--- src/rtl/csa_resolve_16b.sv ---
// Digit-serial carry-propagate resolver: turns a CSA (sum, carry) pair into s + 2*carry.
// Optional overflow flag output is enabled by defining CSA_RESOLVE_OVF_EN.
module csa_resolve_16b #(
    parameter int unsigned WIDTH = 16,
    parameter int unsigned CHUNK = 4
) (
    input  logic             clk,
    input  logic             rst,
    input  logic             in_valid,
    output logic             in_ready,
    input  logic [WIDTH-1:0] s,
    input  logic [WIDTH-1:0] carry,
    output logic             out_valid,
    input  logic             out_ready,
    output logic [WIDTH+1:0] result
`ifdef CSA_RESOLVE_OVF_EN
    ,
    output logic             ovf
`endif
);

    localparam int unsigned RW     = WIDTH + 2;
    localparam int unsigned NCHUNK = (RW + CHUNK - 1) / CHUNK;
    localparam int unsigned PW     = NCHUNK * CHUNK;
    localparam int unsigned IW     = (NCHUNK > 1) ? $clog2(NCHUNK) : 1;

    typedef enum logic [1:0] {
        StIdle,
        StBusy,
        StDone
    } state_e;

    state_e          state_q, state_d;
    logic [PW-1:0]   opa_q, opa_d;
    logic [PW-1:0]   opb_q, opb_d;
    logic [PW-1:0]   res_q, res_d;
    logic            cy_q, cy_d;
    logic [IW-1:0]   idx_q, idx_d;
    logic [CHUNK:0]  chunk_sum;
    logic [31:0]     base;
    logic            last_chunk;

    assign last_chunk = (idx_q == IW'(NCHUNK - 1));

    always_comb begin
        state_d   = state_q;
        opa_d     = opa_q;
        opb_d     = opb_q;
        res_d     = res_q;
        cy_d      = cy_q;
        idx_d     = idx_q;
        in_ready  = 1'b0;
        out_valid = 1'b0;
        base      = 32'(idx_q) * CHUNK;
        chunk_sum = {1'b0, opa_q[CHUNK-1:0]} + {1'b0, opb_q[CHUNK-1:0]}
                  + {{CHUNK{1'b0}}, cy_q};

        unique case (state_q)
            StIdle: begin
                in_ready = 1'b1;
                if (in_valid) begin
                    opa_d   = PW'(s);
                    opb_d   = PW'({carry, 1'b0});
                    cy_d    = 1'b0;
                    idx_d   = '0;
                    state_d = StBusy;
                end
            end
            StBusy: begin
                res_d[base +: CHUNK] = chunk_sum[CHUNK-1:0];
                cy_d  = chunk_sum[CHUNK];
                opa_d = opa_q >> CHUNK;
                opb_d = opb_q >> CHUNK;
                idx_d = idx_q + 1'b1;
                // The final carry-out cannot be set: 3*(2^WIDTH-1) fits in WIDTH+2 bits.
                if (last_chunk) begin
                    state_d = StDone;
                end
            end
            StDone: begin
                out_valid = 1'b1;
                if (out_ready) begin
                    state_d = StIdle;
                end
            end
            default: begin
                state_d = StIdle;
            end
        endcase
    end

    always_ff @(posedge clk) begin
        if (rst) begin
            state_q <= StIdle;
            opa_q   <= '0;
            opb_q   <= '0;
            res_q   <= '0;
            cy_q    <= 1'b0;
            idx_q   <= '0;
        end else begin
            state_q <= state_d;
            opa_q   <= opa_d;
            opb_q   <= opb_d;
            res_q   <= res_d;
            cy_q    <= cy_d;
            idx_q   <= idx_d;
        end
    end

    assign result = res_q[RW-1:0];

    // Padding bits above WIDTH+1 always stay zero and are not exported.
    if (PW > RW) begin : gen_pad
        logic unused_pad;
        assign unused_pad = ^res_q[PW-1:RW];
    end

`ifdef CSA_RESOLVE_OVF_EN
    logic ovf_q, ovf_d;

    always_comb begin
        ovf_d = ovf_q;
        if (state_q == StBusy && last_chunk) begin
            ovf_d = |res_d[RW-1:WIDTH];
        end
    end

    always_ff @(posedge clk) begin
        if (rst) begin
            ovf_q <= 1'b0;
        end else begin
            ovf_q <= ovf_d;
        end
    end

    assign ovf = ovf_q;
`endif

endmodule

--- config.mk ---
export PLATFORM = sky130hd
export DESIGN_NAME = csa_resolve_16b
export DESIGN_NICKNAME = d
export VERILOG_FILES = /design/src/rtl/csa_resolve_16b.sv
export SDC_FILE = /design/constraint.sdc
export NUM_CORES = 1
export LEC_CHECK = 0
export CORE_UTILIZATION = 56
export CTS_CLUSTER_SIZE = 14
export DETAILED_ROUTE_END_ITERATION = 12
export GPL_TIMING_DRIVEN = 0
export PLACE_DENSITY = 0.85
export SLEW_MARGIN = 20
export SYNTH_ARGS = -nofsm -noshare
export SYNTH_HDL_FRONTEND = slang
export SYNTH_SLANG_ARGS = --single-unit
--- constraint.sdc ---
create_clock -name clk -period 5.45 [get_ports clk]
set_input_delay 1.09 -clock clk [delete_from_list [all_inputs] [get_ports clk]]
set_output_delay 1.09 -clock clk [all_outputs]
set_load 0.1 [all_outputs]
### Yosys cells after proc, flatten, opt, wreduce, memory -nomap -nowiden

Cells that the tools add are included.

* add/subtract/negate cells: 4
* $mul: 0
* div/mod/pow operators: 0
* magnitude comparators: 0
* eq/ne operators: 6
* shift-type cells: 2
* muxes and demuxes: 15
* bitwise logic cells: 0
* reduce and logical (&&, ||, !) cells: 4

Operator list (count)
* case mux 20 bit (2 select lines): 2
* two-way mux 20 bit: 2
* negator 5 -> 34 bit: 1
* variable shift 4 x 34 -> 20 bit, first input constant: 1
* indexed part select 4 x 34 -> 20 bit: 1
* bitwise mux 20 bit: 1
* two-way mux 2 bit: 3
* != test 2 bit, second input constant: 3
* case mux 2 bit (3 select lines): 1
* case mux 3 bit (2 select lines): 1
* adder 4 x 4 -> 5 bit: 1
* adder 5 x 1 -> 5 bit: 1
* adder 3 x 1 -> 3 bit, second input constant: 1
* equality test 3 bit, second input constant: 1
* two-way mux 1 bit: 3
* two-way mux 3 bit: 1
* AND reduction 3 bit: 1
* equality test 2 x 1 -> 1 bit, second input constant: 1
* equality test 2 bit, second input constant: 1
* zero test 2 bit: 1
* case mux 1 bit (2 select lines): 1
* AND reduction 2 bit: 1
* nonzero test 2 bit: 1

* flip-flop bits (word level): 66
* latch bits: 0
* memory bits (writable): 0
* memory bits (read-only): 0
* bits of input ports: 36
* output and inout bits: 20
* memories kept: 0

### Logic depth before layout (Yosys ltp)

Gate-level depths: netlist of run 1.

* depth in word-level cells: 4
* gate-level depth with buffers: 8

### Worst setup path before layout of run 1

No wires, ideal clock.

* kind: flip-flop to output port
* start: register state_q[0]
* end: output in_ready
* arrival time: 1.958 ns
* data required time: 4.360 ns
* slack: 2.402 ns
* cell stages (with the launch flop): 4
* path through: dfxtp_1 > buf_4 > buf_4 > nor2_1

* longest elaborated chain between the ends: 2

Ends and longest elaborated chain
* start, declared: line 33 `state_e state_q, state_d;`
* start signal, assigned: line 94 `state_q <= StIdle;`
* start signal, assigned: line 101 `state_q <= state_d;`
* zero test 2 bit: line 58 `unique case (state_q)`
* two-way mux 1 bit: line 58
* end, declared: line 10 `output logic in_ready,`

Every way passes these cells.

### Worst setup path in the final report of run 1

Same ends and word-level chain as after synthesis.

==> results of run 1 <==
==> power by group <==
group	total [mW]	switching (mW)	internal (mW)
Combinational	0.195	0.112	0.0830
Clock	0.402	0.170	0.232
Sequential	0.455	0.0150	0.440
Total	1.05	0.297	0.755
==> placed cells by master (no fill, tap or decap), types with 6 or more instances in the layout <==
| cell | Yosys | layout |
|---|---|---|
| sky130_fd_sc_hd__a21oi_1 | 38 | 38 |
| sky130_fd_sc_hd__a22oi_1 | 9 | 9 |
| sky130_fd_sc_hd__a2bb2oi_1 | 6 | 6 |
| sky130_fd_sc_hd__buf_2 | 7 | 7 |
| sky130_fd_sc_hd__buf_4 | 6 | 6 |
| sky130_fd_sc_hd__clkbuf_1 | 10 | 11 |
| sky130_fd_sc_hd__clkbuf_8 | 0 | 11 |
| sky130_fd_sc_hd__clkdlybuf4s50_1 | 0 | 54 |
| sky130_fd_sc_hd__dfxtp_1 | 57 | 57 |
| sky130_fd_sc_hd__ha_1 | 10 | 10 |
| sky130_fd_sc_hd__inv_1 | 7 | 7 |
| sky130_fd_sc_hd__mux2i_1 | 6 | 6 |
| sky130_fd_sc_hd__nand2_1 | 7 | 7 |
| sky130_fd_sc_hd__nor2_1 | 99 | 99 |
| sky130_fd_sc_hd__nor2b_1 | 34 | 34 |
| sky130_fd_sc_hd__nor3_1 | 25 | 25 |
==> registers in the layout, summed over array words and instances (netlist names) <==
signal and count:
cy_q 1, idx_q 3, state_q 2, opa_q 16, opb_q 17, res_q 18
==> Yosys cell counts (6+ instances only) <==
cell type	instances	area share, %
sky130_fd_sc_hd__a22oi_1	9	2.3
sky130_fd_sc_hd__a21oi_1	38	6.5
sky130_fd_sc_hd__a2bb2oi_1	6	1.8
sky130_fd_sc_hd__buf_4	6	1.5
sky130_fd_sc_hd__clkbuf_1	10	1.3
sky130_fd_sc_hd__nor3_1	25	4.3
sky130_fd_sc_hd__dfxtp_1	57	39
sky130_fd_sc_hd__ha_1	10	4.3
sky130_fd_sc_hd__nor2_1	99	13
sky130_fd_sc_hd__nand2_1	7	0.90
sky130_fd_sc_hd__buf_2	7	1.2
sky130_fd_sc_hd__mux2i_1	6	2.1
sky130_fd_sc_hd__inv_1	7	0.90
sky130_fd_sc_hd__nor2b_1	34	7.3
==> path summary, 6_finish.rpt <==
check	from	endpoint
setup / recovery	state_q[0]$_SDFFE_PP0P_	in_ready
hold reg to reg	res_q[9]$_SDFFE_PP0P_	res_q[9]$_SDFFE_PP0P_
setup reg to reg	idx_q[0]$_SDFFE_PP0P_	res_q[1]$_SDFFE_PP0P_
hold / removal	res_q[9]$_SDFFE_PP0P_	res_q[9]$_SDFFE_PP0P_
==> critical path, delay by kind of cell (launching register included) <==
kind	cells	cell delay [ns]
and+or+nand+nor	1	0.17
buffers and inverters	3	1.54
DFF	1	0.36
==> through the flow <==
step	worst slack [ns]	utilization [%]	total power [mW]	cell area [µm²]	hold slack [ns]
2_1_floorplan	2.40	-	0.593	2910	0.450
3_3_place_gp	2.34	72.8	0.652	3530	0.440
4_1_cts	1.95	76.9	1.05	3730	0.453
5_1_grt	1.87	76.9	1.09	3730	0.489
6_report	1.95	76.9	1.05	3730	0.451
3_5_place_dp	2.33	72.8	0.657	3530	0.449
==> layer usage <==
| layer | routed length [µm] | share of wire [%] | vias to the layer above | global-route usage [%] |
|---|---|---|---|---|
| met5 | 0 | 0 | - | 0 |
| met4 | 174 | 2.4 | 0 | 15.2 |
| met3 | 417 | 5.8 | 20 | 8.13 |
| met2 | 3590 | 50 | 98 | 50.3 |
| met1 | 3060 | 42 | 1256 | 34.3 |
| li1 | - | - | 1361 | - |
==> cell type report <==
class | instances | share of cell area (%)
Buffer | 25 | 3.36
Clock buffer | 12 | 4.16
Clock inverter | 3 | 1.07
Inverter | 7 | 0.705
Multi-Input combinational cell | 275 | 43.3
Sequential cell | 57 | 30.6
Tap cell | 67 | 2.25
Timing Repair Buffer | 54 | 14.5
==> kinds of logic after synthesis <==
| family | synth area share, % |
|---|---|
| AO/OA/AOI/OAI | 13.1 |
| buffers and inverters | 5.21 |
| flip-flops | 39.3 |
| AND/OR/NAND/NOR | 34.1 |
| adder cells (fa/ha/maj) | 5.68 |
| multiplexers | 2.07 |
| XOR/XNOR | 0.603 |
==> impl_metrics.yaml, run 1 <==
run_status:
  outcome: "complete, no violations"
sta:
  grt_setup_unrepaired: "false"
  worst-slew-pin-transition_ns: 0.978
  min_period_over_period_pct: 64.2
  setup_tns_ns: 0
  period_minus_slack_ns: 3.50
  final_max_slew_viol_count: 0
  setup_violations: 0
  timing.clock.skew_ns: 0.00663
  finalHoldViolations: 0
  max_freq_mhz: 286
  slew_headroom_pct: 34.6
setup_path:
  critPathArrivalTime_ns: 2.41
  cp.required_ns: 4.36
  critical-path-max-stage-delay_ns: 1.16
  path_max_fanout: 10
  timing_worst_setup_path_type: "flop to primary output"
  crit_chain: "buf_4 > buf_4 > nor2_1 > clkdlybuf4s50_1"
  nature_of_the_critical_path_startpoint: "flop"
  crit_path_top_delay_cell: "sky130_fd_sc_hd__clkdlybuf4s50_1"
  timing.reg2reg.setup_slack_ns: 3.06
  r2r_cells: 8
  kind_of_end_point_of_the_critical_path: "primary output"
  timing.critical_path.mode_cell: "sky130_fd_sc_hd__buf_4"
min_path:
  min_path_type: "flop to flop"
  worstHoldPathCells: 2
placed_design:
  gp_congestion: 0.807
  dp_cells: 485
  io_buffers: 54
  post-dp-hpwl_mm: 5.28
cts:
  post_cts_resized: 0
  cts.sinks: 57
  setup_buffers_after_cts: 0
  cts_buffer_depth: 2
  clock_tree.htree_level_count: 3
  path_clk_slew_ns: 0.06
  ctsRootBufferMaster: "sky130_fd_sc_hd__clkbuf_8"
  ctsHoldBuffers: 0
  cts_inserted_buffers: 9
  tritoncts_clock_tree: "yes"
  insertion_delay_ns: 0.34
global_routing:
  grt_pass1_vias: 2619
  grt_antenna_before_repair: 0
  grt_use_total_pct: 29.7
  global_route_wire_length_before_repair_mm: 12.1
  aggregate_global_routing_overflow: 0
  grt_start_max_net_pins: 11
synth:
  average_instance_area_after_synthesis_um2: 7.98
  synth.cell_area_mm2: 0.00291
  flip_flop_and_latch_count_after_synthesis: 57
  yosysSeqAreaShare_pct: 39.3
  synth_enable_flop_cells: 0
  synthesis.yosys.warnings: 0
  syn-instance-count: 364
  count_of_cell_types_in_the_netlist: 39
  synth_top_flop_cell: "sky130_fd_sc_hd__dfxtp_1"
  synth_async_sr_flop_share_pct: 0
  syn-num-nets: 412
detailed_routing:
  drt-pass1-iter-count: 5
  viasPerCell: 5.47
  final_antenna_net_count: 0
  avgRoutedWirePerCell_um: 14.5
  drc: 0
  via_count: 2735
  drt-total-wl_mm: 7.24
  first_iter_violations: 179
floorplanning:
  boundary_pins: 56
  die_h_um: 74.0
  fp.dieW_um: 74.0
  starting_utilization_of_the_core_area_pct: 59.9
  row_count: 25
  core_area_mm2: 0.00485
  floorplan.die_area_mm2: 0.00548
final_layout:
  insertedDiodeCount: 0
  seq_area_mm2: 0.00114
  final_layout_size_suffix_gt1_share_pct: 8.31
  nets: 477
  fillerInstances: 383
  synthToLayoutAreaGrowth_pct: 28.2
  multi_input_comb_area_mm2: 0.00161
  final_cell_count_no_fill: 500
pwr:
  pwr_density_cell_mw_per_mm2: 282
  leakage_nw: 1.55
  irDropWorstVdd_mv: 0.264
flow_run:
  drv.max_cap_violation_count: 0
(Power assumes the default switching activity.)
==> run 2: changes to the inputs <==
--- a/config.mk
+++ b/config.mk
@@ -5,11 +5,11 @@
 export SDC_FILE = /design/constraint.sdc
 export NUM_CORES = 1
 export LEC_CHECK = 0
-export CORE_UTILIZATION = 56
+export CORE_UTILIZATION = 52
 export CTS_CLUSTER_SIZE = 14
 export DETAILED_ROUTE_END_ITERATION = 12
 export GPL_TIMING_DRIVEN = 0
-export PLACE_DENSITY = 0.85
+export PLACE_DENSITY = 0.8
 export SLEW_MARGIN = 20
 export SYNTH_ARGS = -nofsm -noshare
 export SYNTH_HDL_FRONTEND = slang
==> constraint.sdc (replaced) <==
create_clock -name clk -period 3.31 [get_ports clk]
set_input_delay 0.662 -clock clk [delete_from_list [all_inputs] [get_ports clk]]
set_output_delay 0.662 -clock clk [all_outputs]
set_load 0.1 [all_outputs]
==> impl_metrics.yaml, run 2 (synthesized netlist as in run 1, its figures left out) <==
setup_path:
  critPathArrivalTime_ns: 2.38
  timing_worst_setup_path_type: "flop to primary output"
  nature_of_the_critical_path_startpoint: "flop"
  cp.required_ns: 2.65
  path_max_fanout: 10
  kind_of_end_point_of_the_critical_path: "primary output"
sta:
  final_max_slew_viol_count: 0
  max_freq_mhz: 329
  slew_headroom_pct: 35.1
  worst-slew-pin-transition_ns: 0.971
  min_period_over_period_pct: 91.9
  timing.clock.skew_ns: 0.00601
  setup_tns_ns: 0
  period_minus_slack_ns: 3.04
  setup_violations: 0
  grt_setup_unrepaired: "false"
  finalHoldViolations: 0
cts:
  insertion_delay_ns: 0.34
  cts_inserted_buffers: 9
  post_cts_resized: 0
  ctsHoldBuffers: 0
  cts.sinks: 57
  path_clk_slew_ns: 0.07
  clock_tree.htree_level_count: 3
  setup_buffers_after_cts: 0
  ctsRootBufferMaster: "sky130_fd_sc_hd__clkbuf_8"
  tritoncts_clock_tree: "yes"
  cts_buffer_depth: 2
global_routing:
  grt_start_max_net_pins: 11
  grt_antenna_before_repair: 0
  aggregate_global_routing_overflow: 0
  grt_pass1_vias: 2487
  grt_use_total_pct: 25.5
  global_route_wire_length_before_repair_mm: 11.7
pwr:
  leakage_nw: 1.54
  pwr_density_cell_mw_per_mm2: 446
  irDropWorstVdd_mv: 0.252
  finalPower_mw: 1.65
detailed_routing:
  via_count: 2691
  avgRoutedWirePerCell_um: 14.1
  drc: 0
  final_antenna_net_count: 0
  drt-total-wl_mm: 7.09
  first_iter_violations: 182
  viasPerCell: 5.34
  drt-pass1-iter-count: 4
floorplanning:
  fp.dieW_um: 76.8
  floorplan.die_area_mm2: 0.00589
  starting_utilization_of_the_core_area_pct: 55.5
  core_area_mm2: 0.00524
  row_count: 26
  die_h_um: 76.8
  boundary_pins: 56
final_layout:
  final_cell_mix: "sky130_fd_sc_hd__nor2_1 (99), sky130_fd_sc_hd__dfxtp_1 (57), sky130_fd_sc_hd__clkdlybuf4s50_1 (54), sky130_fd_sc_hd__a21oi_1 (38), sky130_fd_sc_hd__nor2b_1 (34)"
  reg_top3: "res_q: 18 flops, opb_q: 17 flops, opa_q: 16 flops"
  synthToLayoutAreaGrowth_pct: 27.6
  nets: 477
  final_layout_size_suffix_gt1_share_pct: 8.29
  largest_register_ffs: 18
  final_common_cell: "sky130_fd_sc_hd__nor2_1"
  insertedDiodeCount: 0
  max_flop_register: "res_q"
  fillerInstances: 430
placed_design:
  gp_congestion: 0.830
  post-dp-hpwl_mm: 5.23
  io_buffers: 54
min_path:
  min_path_type: "flop to flop"
flow_run:
  drv.max_cap_violation_count: 0
run_status:
  outcome: "complete, no violations"
==> run 2: cell types whose count changed in the layout (fill, tap and decap cells not counted), sizes merged <==
cell,delta
bufinv,-1
clkbuf,+1
clkinv,+1
==> run 2: stage by stage <==
stage,std cells,utilization (%),hold slack (ns),area (µm²),worst slack (ns)
after floorplan,364,-,0.450,2910,0.690
after global placement,488,67.5,0.439,3530,0.621
after detailed placement,488,67.5,0.444,3530,0.611
after CTS,504,70.8,0.452,3710,0.260
after global routing,504,70.8,0.482,3710,0.167
final,504,70.8,0.450,3710,0.269
==> run 2: final cells by class <==
type | instances | area [µm²] | area share, %
inverter | 7 | 26.3 | 0.709
tap | 70 | 87.6 | 2.36
multi-input combinational | 275 | 1610 | 43.5
timing repair buffer | 54 | 541 | 14.6
clock buffer | 13 | 159 | 4.28
clock inverter | 3 | 15.0 | 0.405
sequential | 57 | 1140 | 30.8
buffer | 25 | 125 | 3.37
==> run 2: worst max-delay path, cell delays in order (launching register included) <==
cell                              delay [ns]
sky130_fd_sc_hd__dfxtp_1                0.35
sky130_fd_sc_hd__buf_4                  0.19
sky130_fd_sc_hd__buf_4                  0.18
sky130_fd_sc_hd__nor2_1                 0.16
sky130_fd_sc_hd__clkdlybuf4s50_1        1.16
==> run 2: power by group <==
group	total (mW)	switching (mW)	internal [mW]
sequential	0.750	0.0258	0.724
clock	0.582	0.273	0.309
combinational	0.321	0.184	0.137
==> run 2: final timing paths <==
kind              slack [ns]                     from  cells past startpoint               endpoint
setup / recovery        0.27  state_q[0]$_SDFFE_PP0P_                      4               in_ready
hold reg to reg         0.45    res_q[9]$_SDFFE_PP0P_                      2  res_q[9]$_SDFFE_PP0P_
hold / removal          0.45    res_q[9]$_SDFFE_PP0P_                      2  res_q[9]$_SDFFE_PP0P_
setup reg to reg        0.93    idx_q[0]$_SDFFE_PP0P_                      8  res_q[0]$_SDFFE_PP0P_
==> run 2: metal layers <==
metal | GRT usage, % | vias up | share of wire [%] | routed length [µm]
li1 | - | 1358 | - | -
met1 | 32.8 | 1251 | 46 | 3240
met2 | 42.3 | 70 | 48 | 3420
met3 | 5.36 | 12 | 4.7 | 334
met4 | 8.65 | 0 | 1.4 | 102
met5 | 0 | - | 0 | 0
==> RTL change, RTL diff (config.mk and constraints of run 1) <==
Change the parameter `CHUNK` from 4 to 2.
--- a/src/rtl/csa_resolve_16b.sv
+++ b/src/rtl/csa_resolve_16b.sv
@@ -2,7 +2,7 @@
 // Optional overflow flag output is enabled by defining CSA_RESOLVE_OVF_EN.
 module csa_resolve_16b #(
     parameter int unsigned WIDTH = 16,
-    parameter int unsigned CHUNK = 4
+    parameter int unsigned CHUNK = 2
 ) (
     input  logic             clk,
     input  logic             rst,
Function: changed (Yosys sat finds a counterexample within 4 cycles, from zero or initial values and one cycle with rst high).
==> RTL change against run 1 <==
  * Cell area rose by 0.97%
  * Worst setup slack gained 51 ps
  * Synthesized area up 0.82%
  * Power fell by 1.7%
  * Global-route usage decreased by 2.3 points
  * Wire length fell by 7.9%
  * Largest power group unchanged
  * Cell count down 0.60%
  * Sequential share of layout area is 0.24 points higher
  * Largest cell class unchanged
  * Sequential cell count is 1 higher
==> RTL change: results <==
[setup_path]
rrSetupSlack_ps = 3340
cp.arrival_ps = 2360
r2r_cells = 7
r2r-start = "idx_q[3]$_SDFFE_PP0P_"
r2r_end = "result[9]$_SDFFE_PP0P_"

[placement]
gp_congestion = 0.855
io_buffers = 55
placed_cells = 481
dp_slack_ps = 2390

[route]
wl_per_cell_um = 13.4
viasPerCell = 5.46
drt_first_pass_iters = 4
vias = 2716

[worst_hold_path]
hold_end = "result[12]$_SDFFE_PP0P_"
holdCritStartpoint = "result[12]$_SDFFE_PP0P_"

[grt]
grtUsageTotal_pct = 27.4
grt_pass1_wl_um = 11500

[sta]
maxSlewHeadroom_pct = 35.0
skew_ps = 7.35
whs_ps = 476

[outcome]
status = "finished, final reports clean"

[power_and_ir_drop]
combinationalPower_uw = 171
irDropWorstVdd_mv = 0.143
p_switching_uw = 267
powerSeq_uw = 461

[synth]
synthTopCellsByCount = "nor2_1 (108), dfxtp_1 (58), a2bb2oi_1 (31)"
ys_seq_area_share_pct = 39.6
yosysUniqueCellTypes = 38

[final_layout]
drive_gt1_share_pct = 9.07
[RTL change: final cells by class]
type / instances / area [sq um]
clock inverter: 2 / 35.0
timing repair buffer: 55 / 551
buffer: 27 / 145
inverter: 10 / 37.5
fill: 381 / 1120
tap: 67 / 83.8
clock buffer: 14 / 163
sequential: 58 / 1160
multi-input combinational: 264 / 1590
[RTL change: kinds of logic (layout without fill, tap and decap cells)]
family / count (synthesis) / after routing / share of synthesized area (%)
compound gates: 50 / 50 / 13.8
buf+inv: 37 / 108 / 6.23
mux: 20 / 20 / 6.92
flops: 58 / 58 / 39.6
simple gates: 187 / 187 / 30.0
xor+xnor: 1 / 1 / 0.299
fa+ha+maj: 6 / 6 / 3.07
[RTL change: metal layers]
layer	GRT usage, %	vias up	share of wire [%]
met5	0	-	0
met4	12.6	0	1.4
met3	4.47	14	4.7
met2	47.1	82	48
met1	33.7	1271	46
li1	-	1349	-
